===== src/rtl/ccff_bitstream_loader.sv =====
// ccff_bitstream_loader
//   Serializes host configuration words, MSB first, into a configuration
//   flop chain through ccff_head. After the load it can optionally
//   recirculate the chain once, feeding ccff_tail back to ccff_head. It
//   then compares a CRC-16-CCITT of the read-back stream against a CRC of
//   the loaded stream.
//
// Ports
//   prog_clk, prog_reset  configuration clock, synchronous active-high reset
//   start                 one-cycle load request, honoured only when idle
//   word_in, word_valid   host configuration word and its valid flag
//   word_ready            host word accepted when word_valid && word_ready
//   ccff_head             serial data into the chain
//   shift_en              chain captures ccff_head at the end of this cycle
//   ccff_tail             serial data returning from the end of the chain
//   busy                  high while loading or verifying
//   done                  one-cycle completion pulse
//   error                 read-back CRC mismatch, held until the next start
//   bit_count             bits shifted so far in the current pass
module ccff_bitstream_loader #(
  parameter int CHAIN_LEN = 32,
  parameter int WORD_W    = 8,
  parameter int VERIFY_EN = 1
) (
  input  logic              prog_clk,
  input  logic              prog_reset,
  input  logic              start,
  input  logic [WORD_W-1:0] word_in,
  input  logic              word_valid,
  output logic              word_ready,
  output logic              ccff_head,
  output logic              shift_en,
  input  logic              ccff_tail,
  output logic              busy,
  output logic              done,
  output logic              error,
  output logic [15:0]       bit_count
);

  localparam int              BL_W      = $clog2(WORD_W + 1);
  localparam logic [15:0]     LEN16     = 16'(CHAIN_LEN);
  localparam logic [15:0]     LAST16    = 16'(CHAIN_LEN - 1);
  localparam logic [BL_W-1:0] WORD_BITS = BL_W'(WORD_W);

  typedef enum logic [1:0] {IDLE, LOAD, VERIFY} state_t;

  state_t            state_q, state_n;
  logic [WORD_W-1:0] word_buf_q, word_buf_n;
  logic [BL_W-1:0]   bits_left_q, bits_left_n;
  logic [15:0]       bit_count_q, bit_count_n;
  logic [15:0]       crc_load_q, crc_load_n;
  logic [15:0]       crc_rb_q, crc_rb_n;
  logic              error_q, error_n;
  logic              done_q, done_n;
  logic              shift_en_q, shift_en_n;

  // CRC-16-CCITT (poly 0x1021), one bit per call.
  function automatic logic [15:0] crc16_step(input logic [15:0] crc, input logic din);
    logic fb;
    fb = crc[15] ^ din;
    return {crc[14:0], 1'b0} ^ (fb ? 16'h1021 : 16'h0000);
  endfunction

  assign busy       = (state_q != IDLE);
  assign word_ready = (state_q == LOAD) && (bits_left_q == '0) && (bit_count_q < LEN16);
  assign shift_en   = shift_en_q;
  // The buffer MSB is a flop. It is cleared whenever the buffer empties,
  // so ccff_head idles at 0. During verify the tail loops straight back
  // to the head so the chain is restored after one full pass.
  assign ccff_head  = (state_q == VERIFY) ? ccff_tail : word_buf_q[WORD_W-1];
  assign done       = done_q;
  assign error      = error_q;
  assign bit_count  = bit_count_q;

  always_comb begin
    state_n     = state_q;
    word_buf_n  = word_buf_q;
    bits_left_n = bits_left_q;
    bit_count_n = bit_count_q;
    crc_load_n  = crc_load_q;
    crc_rb_n    = crc_rb_q;
    error_n     = error_q;
    done_n      = 1'b0;
    case (state_q)
      IDLE: begin
        if (start) begin
          state_n     = LOAD;
          word_buf_n  = '0;
          bits_left_n = '0;
          bit_count_n = '0;
          crc_load_n  = 16'hFFFF;
          crc_rb_n    = 16'hFFFF;
          error_n     = 1'b0;
        end
      end
      LOAD: begin
        if (bits_left_q != '0) begin
          word_buf_n  = word_buf_q << 1;
          bits_left_n = bits_left_q - BL_W'(1);
          bit_count_n = bit_count_q + 16'd1;
          crc_load_n  = crc16_step(crc_load_q, word_buf_q[WORD_W-1]);
          if (bit_count_n == LEN16) begin
            // Chain is full: drop whatever is left of the current word.
            word_buf_n  = '0;
            bits_left_n = '0;
            if (VERIFY_EN != 0) begin
              state_n     = VERIFY;
              bit_count_n = '0;
            end else begin
              state_n = IDLE;
              done_n  = 1'b1;
            end
          end
        end else if (word_ready && word_valid) begin
          word_buf_n  = word_in;
          bits_left_n = WORD_BITS;
        end
      end
      VERIFY: begin
        bit_count_n = bit_count_q + 16'd1;
        crc_rb_n    = crc16_step(crc_rb_q, ccff_tail);
        if (bit_count_q == LAST16) begin
          state_n = IDLE;
          done_n  = 1'b1;
          error_n = (crc_rb_n != crc_load_q);
        end
      end
      default: state_n = IDLE;
    endcase
    // shift_en is a flop: it is high in the cycle after a shift is scheduled.
    shift_en_n = (state_n == VERIFY) || ((state_n == LOAD) && (bits_left_n != '0));
  end

  always_ff @(posedge prog_clk) begin
    if (prog_reset) begin
      state_q     <= IDLE;
      word_buf_q  <= '0;
      bits_left_q <= '0;
      bit_count_q <= '0;
      crc_load_q  <= 16'hFFFF;
      crc_rb_q    <= 16'hFFFF;
      error_q     <= 1'b0;
      done_q      <= 1'b0;
      shift_en_q  <= 1'b0;
    end else begin
      state_q     <= state_n;
      word_buf_q  <= word_buf_n;
      bits_left_q <= bits_left_n;
      bit_count_q <= bit_count_n;
      crc_load_q  <= crc_load_n;
      crc_rb_q    <= crc_rb_n;
      error_q     <= error_n;
      done_q      <= done_n;
      shift_en_q  <= shift_en_n;
    end
  end

endmodule

===== config.mk =====
export PLATFORM = sky130hd
export DESIGN_NAME = ccff_bitstream_loader
export DESIGN_NICKNAME = d
export VERILOG_FILES = /design/src/rtl/ccff_bitstream_loader.sv
export SDC_FILE = /design/constraint.sdc
export NUM_CORES = 1
export LEC_CHECK = 0
export ABC_AREA = 1
export CAP_MARGIN = 20
export CORE_ASPECT_RATIO = 1.4
export CORE_MARGIN = 3
export CORE_UTILIZATION = 50
export CTS_CLUSTER_SIZE = 28
export DETAILED_ROUTE_END_ITERATION = 10
export DONT_BUFFER_PORTS = 1
export GPL_ROUTABILITY_DRIVEN = 0
export GPL_TIMING_DRIVEN = 0
export PLACE_DENSITY_LB_ADDON = 0.12
export SLEW_MARGIN = 20
export SYNTH_ARGS = -nofsm -noshare
export SYNTH_HDL_FRONTEND = slang
export SYNTH_SLANG_ARGS = --single-unit

===== constraint.sdc =====
create_clock -name prog_clk -period 5.55 [get_ports prog_clk]
set_input_delay 1.11 -clock prog_clk [delete_from_list [all_inputs] [get_ports prog_clk]]
set_output_delay 1.11 -clock prog_clk [all_outputs]
set_load 0.01 [all_outputs]

# Yosys cells after proc, flatten, opt, wreduce, memory -nomap -nowiden
# Index checks and enable logic that the tools add are counted.
[totals] ff_bits=65 output_inout_bits=22 elab_cells=77
[op_classes] add_sub_neg=2 n_lt_le_gt_ge=1 n_eq_ne=11 muxes=30 bitwise_logic=5 n_reduce_logical=19
[op_table] operator="$mux W16" n=5
[op_table] operator="$pmux W16 S2" n=2
[op_table] operator="$pmux W16 S3" n=1
[op_table] operator="$mux W8" n=4
[op_table] operator="$xor A16 B13 Y16" n=2
[op_table] operator="$mux W13" n=2
[op_table] operator="$add A16 B1 Y16 const B" n=1
[op_table] operator="$eq A16 B5 Y1 const B" n=1
[op_table] operator="$eq A16 B6 Y1 const B" n=1
[op_table] operator="$lt A16 B6 Y1 const B" n=1
[op_table] operator="$mux W4" n=4
[op_table] operator="$ne A16 B16 Y1" n=1
[op_table] operator="$pmux W8 S2" n=1
[op_table] operator="$reduce_and A3 Y1" n=4
[op_table] operator="$mux W2" n=4
[op_table] operator="$pmux W4 S2" n=1
[op_table] operator="$reduce_bool A4 Y1" n=2
[op_table] operator="$pmux W2 S3" n=1
[op_table] operator="$reduce_bool A2 Y1" n=3
[op_table] operator="$eq A2 B1 Y1 const B" n=2
[op_table] operator="$eq A2 B2 Y1 const B" n=2
[op_table] operator="$logic_and A1 B1 Y1" n=4
[op_table] operator="$logic_not A4 Y1" n=1
[op_table] operator="$mux W1" n=4
[op_table] operator="12 further kinds" n=14

# Longest topological paths before layout
# Gate-level depths: netlist of the first run.
[logic_depth] depth_word=10 depth_mapped=18 ltp_nobuf=16

# Least setup slack after synthesis of the first run
# Ideal clock, no wire load.
[synth_timing] kind="input to output" startpoint="input ccff_tail" endpoint="output ccff_head" t_arrival_ps=1401 t_required_ps=4440 setup_slack_ps=3039 stages=2 path_cell_list="inv_1 o21ai_0"
[synth_between] elab_chain_len=1
[synth_rtl] item="start: declaration" line_no="33" source="input logic ccff_tail,"
[synth_rtl] item="$mux W1" line_no="70" source="assign ccff_head = (state_q == VERIFY) ? ccff_tail : word_buf_q[WORD_W-1];"
[synth_rtl] item="end: declaration" line_no="31" source="output logic ccff_head,"
# No other way between the ends.

# Worst setup path in the final report of the first run
[layout_timing] startpoint="register state_q[1]" endpoint="output word_ready"
[layout_between] elab_chain_len=3
[layout_rtl] item="start: declaration" line_no="47" source="state_t state_q, state_n;"
[layout_rtl] item="start signal: assignment" line_no="146" source="state_q <= state_n;"
[layout_rtl] item="$eq A2 B1 Y1" line_no="65" source="assign word_ready = (state_q == LOAD) && (bits_left_q == '0) && (bit_count_q < LEN16);"
[layout_rtl] item="$logic_and A1 B1 Y1 (2 in series)" line_no="65"
[layout_rtl] item="end: declaration" line_no="30" source="output logic word_ready,"
# No other way between the ends.

==> results by group, run 1 <==
Placed design
  – Post-Place Cells: 579
  – Area after DPL: 3551 um2
  – Post-DP HPWL: 6.297 mm
  – I/O Buffers: 0

STA
  – Slew HR: 59.63%
  – Skew final: 14.17 ps
  – Worst slew pin tran: 601.5 ps
  – Final hold viol count: 0
  – Setup tns final: 0 ps
  – Slew Limit Fails: 0
  – RSZ-0062 raised after global routing: false
  – Fmax: 335.4 MHz
  – Crit path time final: 2981 ps
  – Endpoints failing setup: 0
  – Period utilisation layout: 53.72%

Setup path
  – Required time worst endpoint: 4440 ps
  – Type of destination of the critical path: output port
  – Startpoint Class: register
  – Crit path max fanout: 8
  – CP arrival: 1870 ps
  – Crit Path Category: register to output port

Power and ir drop
  – Leakage: 1.482 nW
  – Pwr Total: 1.022 mW
  – Max VDD drop: 0.1735 mV
  – Power Dens Cells: 273.4 nW/um2

Floorplanning
  – Core Area: 6613 um2
  – Ports: 35
  – Starting Density: 51.96%
  – Std-Cell Rows: 35
  – Die width: 76.06 um
  – Die H: 104.1 um
  – Die area: 7917 um2

Routing
  – Vias: 3138
  – Vias per inst: 5.274
  – Drt pass-1 iters: 4
  – Final WL: 8.366 mm
  – DRC viols: 0
  – Antenna viol nets, final: 0
  – Drt wl/cell: 14.06 um
  – DR iter-0 viols: 126

GRT
  – Largest net degree at the start of global routing: 12
  – All-Layer GR Usage: 22.58%
  – First-pass GRT wire length: 14.27 mm
  – Initial antenna violation count: 0
  – Vias in the first global route: 3056
  – GRT overflow: 0

Logic synthesis
  – Number of synthesis warnings: 0
  – Post-Syn Area: 3436 um2
  – Seq/Total Area, Yosys: 37.87%
  – Cell variety after synth: 34
  – Share of the synthesized area in the top cell type: 37.87%
  – Post-synthesis cell count: 487
  – Area contributors post-synth: dfxtp_1 (38%), nand2_1 (15%), o22ai_1 (5.5%)
  – Mean Syn Cell Area: 7.055 um2
  – FF+latch count, synth: 65
  – Synth area leader: dfxtp_1
  – Syn Nets: 506

Clocking
  – Clock sink count: 65
  – Cts bufs inserted: 9
  – Skew-Pair Late Insertion Delay: 360 ps
  – Root buffer cell: clkbuf_8
  – Post-CTS setup repair buffer count: 0
  – H-tree levels: 3
  – Max clock buf depth: 2
  – Cts repair resizes: 0
  – Cts hold-fix bufs: 0
  – CTS tree: done
  – Clk slew on worst S/H paths: 80 ps

Flow run
  – Max-cap viol count: 0

Cells and area
  – Share of post-route cells with drive strength above 1: 11.53%
  – Final Instance Area: 3739 um2
  – Final Non-Filler Cells: 595
  – Area grow syn2layout: 8.813%
  – ANT cells: 0
  – Most common cell after layout, fill and taps aside: nand2_1
  – Commonest cells after routing, fill and taps aside: nand2_1 (136), dfxtp_1 (65), inv_1 (46), nand3_1 (32), a21oi_1 (32)
  – NumNets Final: 517
  – FILL cells: 658

Worst hold path
  – Hold WC Path Type: register to register

Status
  – Outcome: complete, no violations
worst max-delay path, cell delays in order, from the launching register on:
cell and delay [ps]:
dfxtp_1 340, inv_1 90, ha_1 360, inv_1 190
nor2_2 200, inv_1 110, nor2_2 210
power by group:
part           leakage (nW)  internal (mW)  total, mW  switching [mW]
clock network        0.0933          0.207      0.395           0.188
registers             0.526          0.477      0.487         0.00938
logic                 0.862         0.0412      0.140          0.0992
total                  1.48          0.725       1.02           0.297
sequential cells by signal, summed over array words and instances (netlist names):
name	cells
shift_en	1
word_buf_q	8
state_q	2
error	1
done	1
crc_load_q	16
bits_left_q	4
crc_rb_q	16
bit_count	16
through the flow:
stage               hold WS [ps]  util (%)  setup slack [ps]
finish                     469.0     56.54              2569
global route               494.1     56.54              2431
CTS                        470.9     56.54              2527
floorplan                  445.9         -              3039
detailed placement         459.7     53.70              2920
global placement           455.4     53.70              2917
cell usage after synthesis (all sizes together):
| cell type | count |
|---|---|
| inv | 50 |
| nor4 | 1 |
| a21boi | 1 |
| or2 | 1 |
| xor2 | 8 |
| clkinv | 2 |
| nor2 | 42 |
| o22ai | 30 |
| ha | 6 |
| xnor2 | 9 |
| a221oi | 2 |
| o21ai | 18 |
| buf | 6 |
| a21oi | 34 |
| o21a | 1 |
| nor3 | 5 |
| nand3 | 38 |
| nand4 | 11 |
| dfxtp | 65 |
| nand2 | 145 |
| a2bb2oi | 1 |
| clkbuf | 11 |
metal layers:
metal	GRT usage, %	vias to the layer above	part of all wire (%)
met4	10.36	0	3.1
met3	6.586	22	4.6
met1	24.63	1422	41
li1	-	1627	-
met5	0	-	0
met2	40.04	67	52
final timing paths:
check                  end  slack [ps]  cells after the start           from
max             word_ready        2570                      6     state_q[1]
min          word_buf_q[1]         470                      2  word_buf_q[1]
max reg2reg       shift_en        2990                     15     state_q[1]
min reg2reg  word_buf_q[1]         470                      2  word_buf_q[1]
area by class of cell:
class | instances | area, um2 | area share (%)
Buffer | 17 | 86.33 | 2.309
Clock buffer | 11 | 131.4 | 3.514
Clock inverter | 5 | 56.30 | 1.506
Inverter | 52 | 195.2 | 5.221
Multi-Input combinational cell | 353 | 1853 | 49.56
Sequential cell | 65 | 1301 | 34.81
Tap cell | 92 | 115.1 | 3.079
cell families after synthesis:
group | after synthesis | share of synthesized area (%)
AND/OR/NAND/NOR | 243 | 32.63
flip-flops | 65 | 37.87
buffers and inverters | 69 | 8.194
XOR/XNOR | 17 | 4.334
AO/OA/AOI/OAI | 87 | 14.79
adder cells (fa/ha/maj) | 6 | 2.185
Note: power is estimated with default switching activity, not from simulation.
==> inputs of run 2 (changes only) <==
--- a/config.mk
+++ b/config.mk
@@ -5,7 +5,7 @@
 export SDC_FILE = /design/constraint.sdc
 export NUM_CORES = 1
 export LEC_CHECK = 0
-export ABC_AREA = 1
+export ABC_AREA = 0
 export CAP_MARGIN = 20
 export CORE_ASPECT_RATIO = 1.4
 export CORE_MARGIN = 3
==> constraint.sdc (replaced) <==
create_clock -name prog_clk -period 2.8 [get_ports prog_clk]
set_input_delay 0.56 -clock prog_clk [delete_from_list [all_inputs] [get_ports prog_clk]]
set_output_delay 0.56 -clock prog_clk [all_outputs]
set_load 0.01 [all_outputs]
==> results by group, run 2 <==
Status
  – Outcome: complete, no violations (unchanged)

Setup path
  – Startpoint Class: register (unchanged)
  – Crit Path Category: register to register (was register to output port)
  – Type of destination of the critical path: register (was output port)
  – Largest stage delay on the critical path: 400 ps (was 360 ps)
  – Crit path max fanout: 8 (unchanged)
  – Worst R2R End: shift_en (unchanged)
  – CP Cell Sequence: buf_2 -> nand4_1 -> nor4_4 -> xnor2_1 -> o211ai_4 -> buf_4 -> o311ai_2 -> o311ai_2 -> a211oi_1 -> o31ai_1 (was inv_1 -> ha_1 -> inv_1 -> nor2_2 -> inv_1 -> nor2_2)
  – Crit path launch: bit_count[8] (was state_q[1])
  – CP arrival: 2970 ps (was 1870 ps)
  – R2r startpoint: bit_count[8] (was state_q[1])
  – Worst r2r path cells: 10 (was 15)
  – Slowest cell on the critical path: dfxtp_1 (was ha_1)
  – Required time worst endpoint: 3030 ps (was 4440 ps)
  – Reg2Reg Setup Slack: 60 ps (was 2990 ps)
  – CP dominant cell by count: o311ai_2 (was inv_1)
  – Critical path capture point: shift_en (was word_ready)

Power and ir drop
  – Leakage: 1.370 nW (was 1.482 nW)
  – Clock power frac: 43.2% (was 38.7%)
  – Net Sw Power: 0.5225 mW (was 0.2970 mW)
  – Int Pwr: 1.546 mW (was 0.7251 mW)
  – Pwr Total: 2.069 mW (was 1.022 mW)
  – Comb pwr share: 11.0% (was 13.7%)
  – Max VDD drop: 0.2284 mV (was 0.1735 mV)
  – Sequential share of power: 45.7% (was 47.6%)
  – Sw Share: 25.26% (was 29.06%)
  – Power Dens Cells: 517.0 nW/um2 (was 273.4 nW/um2)

Routing
  – Drt pass-1 iters: 5 (was 4)
  – Antenna viol nets, final: 0 (unchanged)
  – Vias: 3224 (was 3138)
  – Drt wl/cell: 17.19 um (was 14.06 um)
  – DRC viols: 0 (unchanged)
  – Vias per inst: 5.993 (was 5.274)
  – Final WL: 9.247 mm (was 8.366 mm)
  – DR iter-0 viols: 289 (was 126)

Clocking
  – Max clock buf depth: 2 (unchanged)
  – H-tree levels: 3 (unchanged)
  – Cts hold-fix bufs: 0 (unchanged)
  – Root buffer cell: clkbuf_8 (unchanged)
  – Clk slew on worst S/H paths: 70 ps (was 80 ps)
  – Cts bufs inserted: 9 (unchanged)
  – Clock sink count: 65 (unchanged)
  – Skew-Pair Late Insertion Delay: 350 ps (was 360 ps)
  – CTS tree: done (unchanged)

STA
  – Skew final: 7.017 ps (was 14.17 ps)
  – Slew HR: 52.75% (was 59.63%)
  – Final hold viol count: 0 (unchanged)
  – Period utilisation layout: 97.81%
  – RSZ-0062 raised after global routing: true (was false)
  – Crit path time final: 2739 ps
  – Worst slew pin tran: 704.1 ps (was 601.5 ps)
  – Slew Limit Fails: 0 (unchanged)
  – Fmax: 365.1 MHz
  – Endpoints failing setup: 0 (unchanged)
  – Hold slack final: 355.6 ps (was 469.0 ps)
  – Final WS setup: 61.30 ps (was 2569 ps)

Cells and area
  – Layout Utilization: 60.11% (was 56.54%)
  – Area grow syn2layout: 14.71% (was 8.813%)
  – ANT cells: 0 (unchanged)
  – FILL cells: 634 (was 658)
  – FF+latch area: 1308 um2 (was 1301 um2)
  – Multi-input gate area: 2125 um2 (was 1853 um2)
  – Share of post-route cells with drive strength above 1: 11.66% (was 11.53%)
  – NumNets Final: 462 (was 517)
  – Commonest cells after routing, fill and taps aside: dfxtp_1 (60), nand2_1 (39), nand2b_1 (33), o22ai_1 (31), nor2_1 (28) (was nand2_1 (136), dfxtp_1 (65), inv_1 (46), nand3_1 (32), a21oi_1 (32))
  – Most common cell after layout, fill and taps aside: dfxtp_1 (was nand2_1)

Logic synthesis
  – Seq/Total Area, Yosys: 37.30% (was 37.87%)
  – Post-Syn Area: 3488 um2 (was 3436 um2)
  – Share of the synthesized area in the top cell type: 37.30% (was 37.87%)
  – Mean Syn Cell Area: 8.189 um2 (was 7.055 um2)
  – Number of synthesis warnings: 0 (unchanged)
  – FF+latch count, synth: 65 (unchanged)
  – Post-synth EDFFs: 0 (unchanged)
  – Post-synthesis cell count: 426 (was 487)
  – Cell variety after synth: 58 (was 34)
  – Syn Nets: 445 (was 506)
  – Asr flop ratio synth: 0% (unchanged)
  – Synth area leader: dfxtp_1 (unchanged)
  – Main synth FF type: dfxtp_1 (unchanged)
  – Count leader, synth: dfxtp_1 (was nand2_1)
  – Area contributors post-synth: dfxtp_1 (37%), nand2b_1 (5.9%), o22ai_1 (5.6%) (was dfxtp_1 (38%), nand2_1 (15%), o22ai_1 (5.5%))
  – Post-synth top cells: dfxtp_1 (65), nand2_1 (39), nand2b_1 (33), o22ai_1 (31), nor2_1 (29) (was nand2_1 (136), dfxtp_1 (65), inv_1 (46), a21oi_1 (32), nand3_1 (32))

Worst hold path
  – Hold WC Path Type: primary input to register (was register to register)

Floorplanning
  – Die H: 104.8 um (was 104.1 um)
  – Core Area: 6656 um2 (was 6613 um2)
  – Ports: 35 (unchanged)
  – Std-Cell Rows: 35 (unchanged)
  – Die area: 8029 um2 (was 7917 um2)
  – Starting Density: 52.41% (was 51.96%)
  – Die width: 76.59 um (was 76.06 um)

Placed design
  – Post-DP HPWL: 6.616 mm (was 6.297 mm)
  – I/O Buffers: 0 (unchanged)
  – Dpl ws: -342.2 ps (was 2920 ps)

GRT
  – Vias in the first global route: 3101 (was 3056)
  – Largest net degree at the start of global routing: 11 (was 12)
  – All-Layer GR Usage: 23.76% (was 22.58%)
  – First-pass GRT wire length: 15.28 mm (was 14.27 mm)
  – GRT overflow: 0 (unchanged)
  – Initial antenna violation count: 0 (unchanged)

Flow run
  – Max-cap viol count: 0 (unchanged)
==> run 2: cell count changes after synthesis, sizes merged, moves of 7 or more <==
| cell | previous run | this run |
|---|---|---|
| xor2 | 8 | 15 |
| nand2b | 0 | 33 |
| inv | 50 | 16 |
| a22oi | 0 | 9 |
| clkbuf | 11 | 18 |
| nand3 | 38 | 17 |
| nor2 | 42 | 29 |
| nor3 | 5 | 13 |
| a21oi | 34 | 13 |
| nand2 | 145 | 39 |
==> run 2: worst min-delay path by stage <==
stage / cells after the start / slack [ps] / from / end
finish: 2 / 360 / word_in[0] / word_buf_q[0]
global route: 2 / 360 / word_in[0] / word_buf_q[0]
CTS: 2 / 350 / word_in[0] / word_buf_q[0]
detailed placement: 2 / 450 / word_buf_q[0] / word_buf_q[0]
global placement: 2 / 440 / word_buf_q[0] / word_buf_q[0]
floorplan: 2 / 430 / word_buf_q[0] / word_buf_q[0]
==> run 2: worst max-delay path, delay by kind of cell, from the launching register on <==
kind | cells | cell delay (ps)
XOR/XNOR | 1 | 210
AND/OR/NAND/NOR | 2 | 570
flip-flops | 1 | 400
AO/OA/AOI/OAI | 5 | 1050
buffers and inverters | 2 | 400
==> run 2: repair_timing <==
item / CTS / global route
pin swaps: 4 / 6
hold endpoints to repair: 0 / 0
setup endpoints to repair: 28 / 25
cloned: 0 / 0
gates resized for setup: 14 / 16
buffers inserted: 1 / 5
==> run 2: per-layer routing <==
| layer | vias up | GRT usage, % | wire length (um) |
|---|---|---|---|
| met2 | 100 | 40.38 | 4527 |
| met3 | 29 | 4.914 | 499 |
| li1 | 1575 | - | - |
| met1 | 1520 | 27.82 | 3820 |
| met4 | 0 | 12.69 | 400 |
| met5 | - | 0 | 0 |
==> run 2: cells by family (layout without fill, tap and decap cells) <==
kind of cell,count (synthesis),in the layout,share of synthesized area [%]
buffers and inverters,41,61,4.842
adders and majority gates,6,6,2.152
and+or+nand+nor,173,173,26.54
xor gates and xnor gates,25,25,6.277
muxes,7,7,2.045
DFF,65,65,37.30
AOI/OAI and AO/OA,109,109,20.84
==> run 2: through the flow <==
step | TNS, ps | instance area (um2) | cells
3_5_place_dp | -5972 | 3603 | 518
4_1_cts | 0 | 3897 | 533
2_1_floorplan | 0 | 3488 | 426
5_1_grt | -66.91 | 4001 | 538
3_3_place_gp | -5079 | 3603 | 518
6_report | 0 | 4001 | 538
==> run 2: cell type report <==
cell class                      instances  area share, %
Clock inverter                          3          1.626
Tap cell                               92          2.877
Inverter                               16          1.501
Clock buffer                           11          3.784
Multi-Input combinational cell        320          53.10
Sequential cell                        65          32.68
Buffer                                 25          3.002
Timing Repair Buffer                    6          1.438
==> run 2: power by group through the flow <==
stage	clock network, mW	registers (mW)	logic (mW)
after floorplan	0	0.963	0.166
after global placement	0	0.966	0.213
after detailed placement	0	0.966	0.214
after CTS	0.908	0.945	0.219
after global routing	0.950	0.946	0.255
final	0.895	0.946	0.228
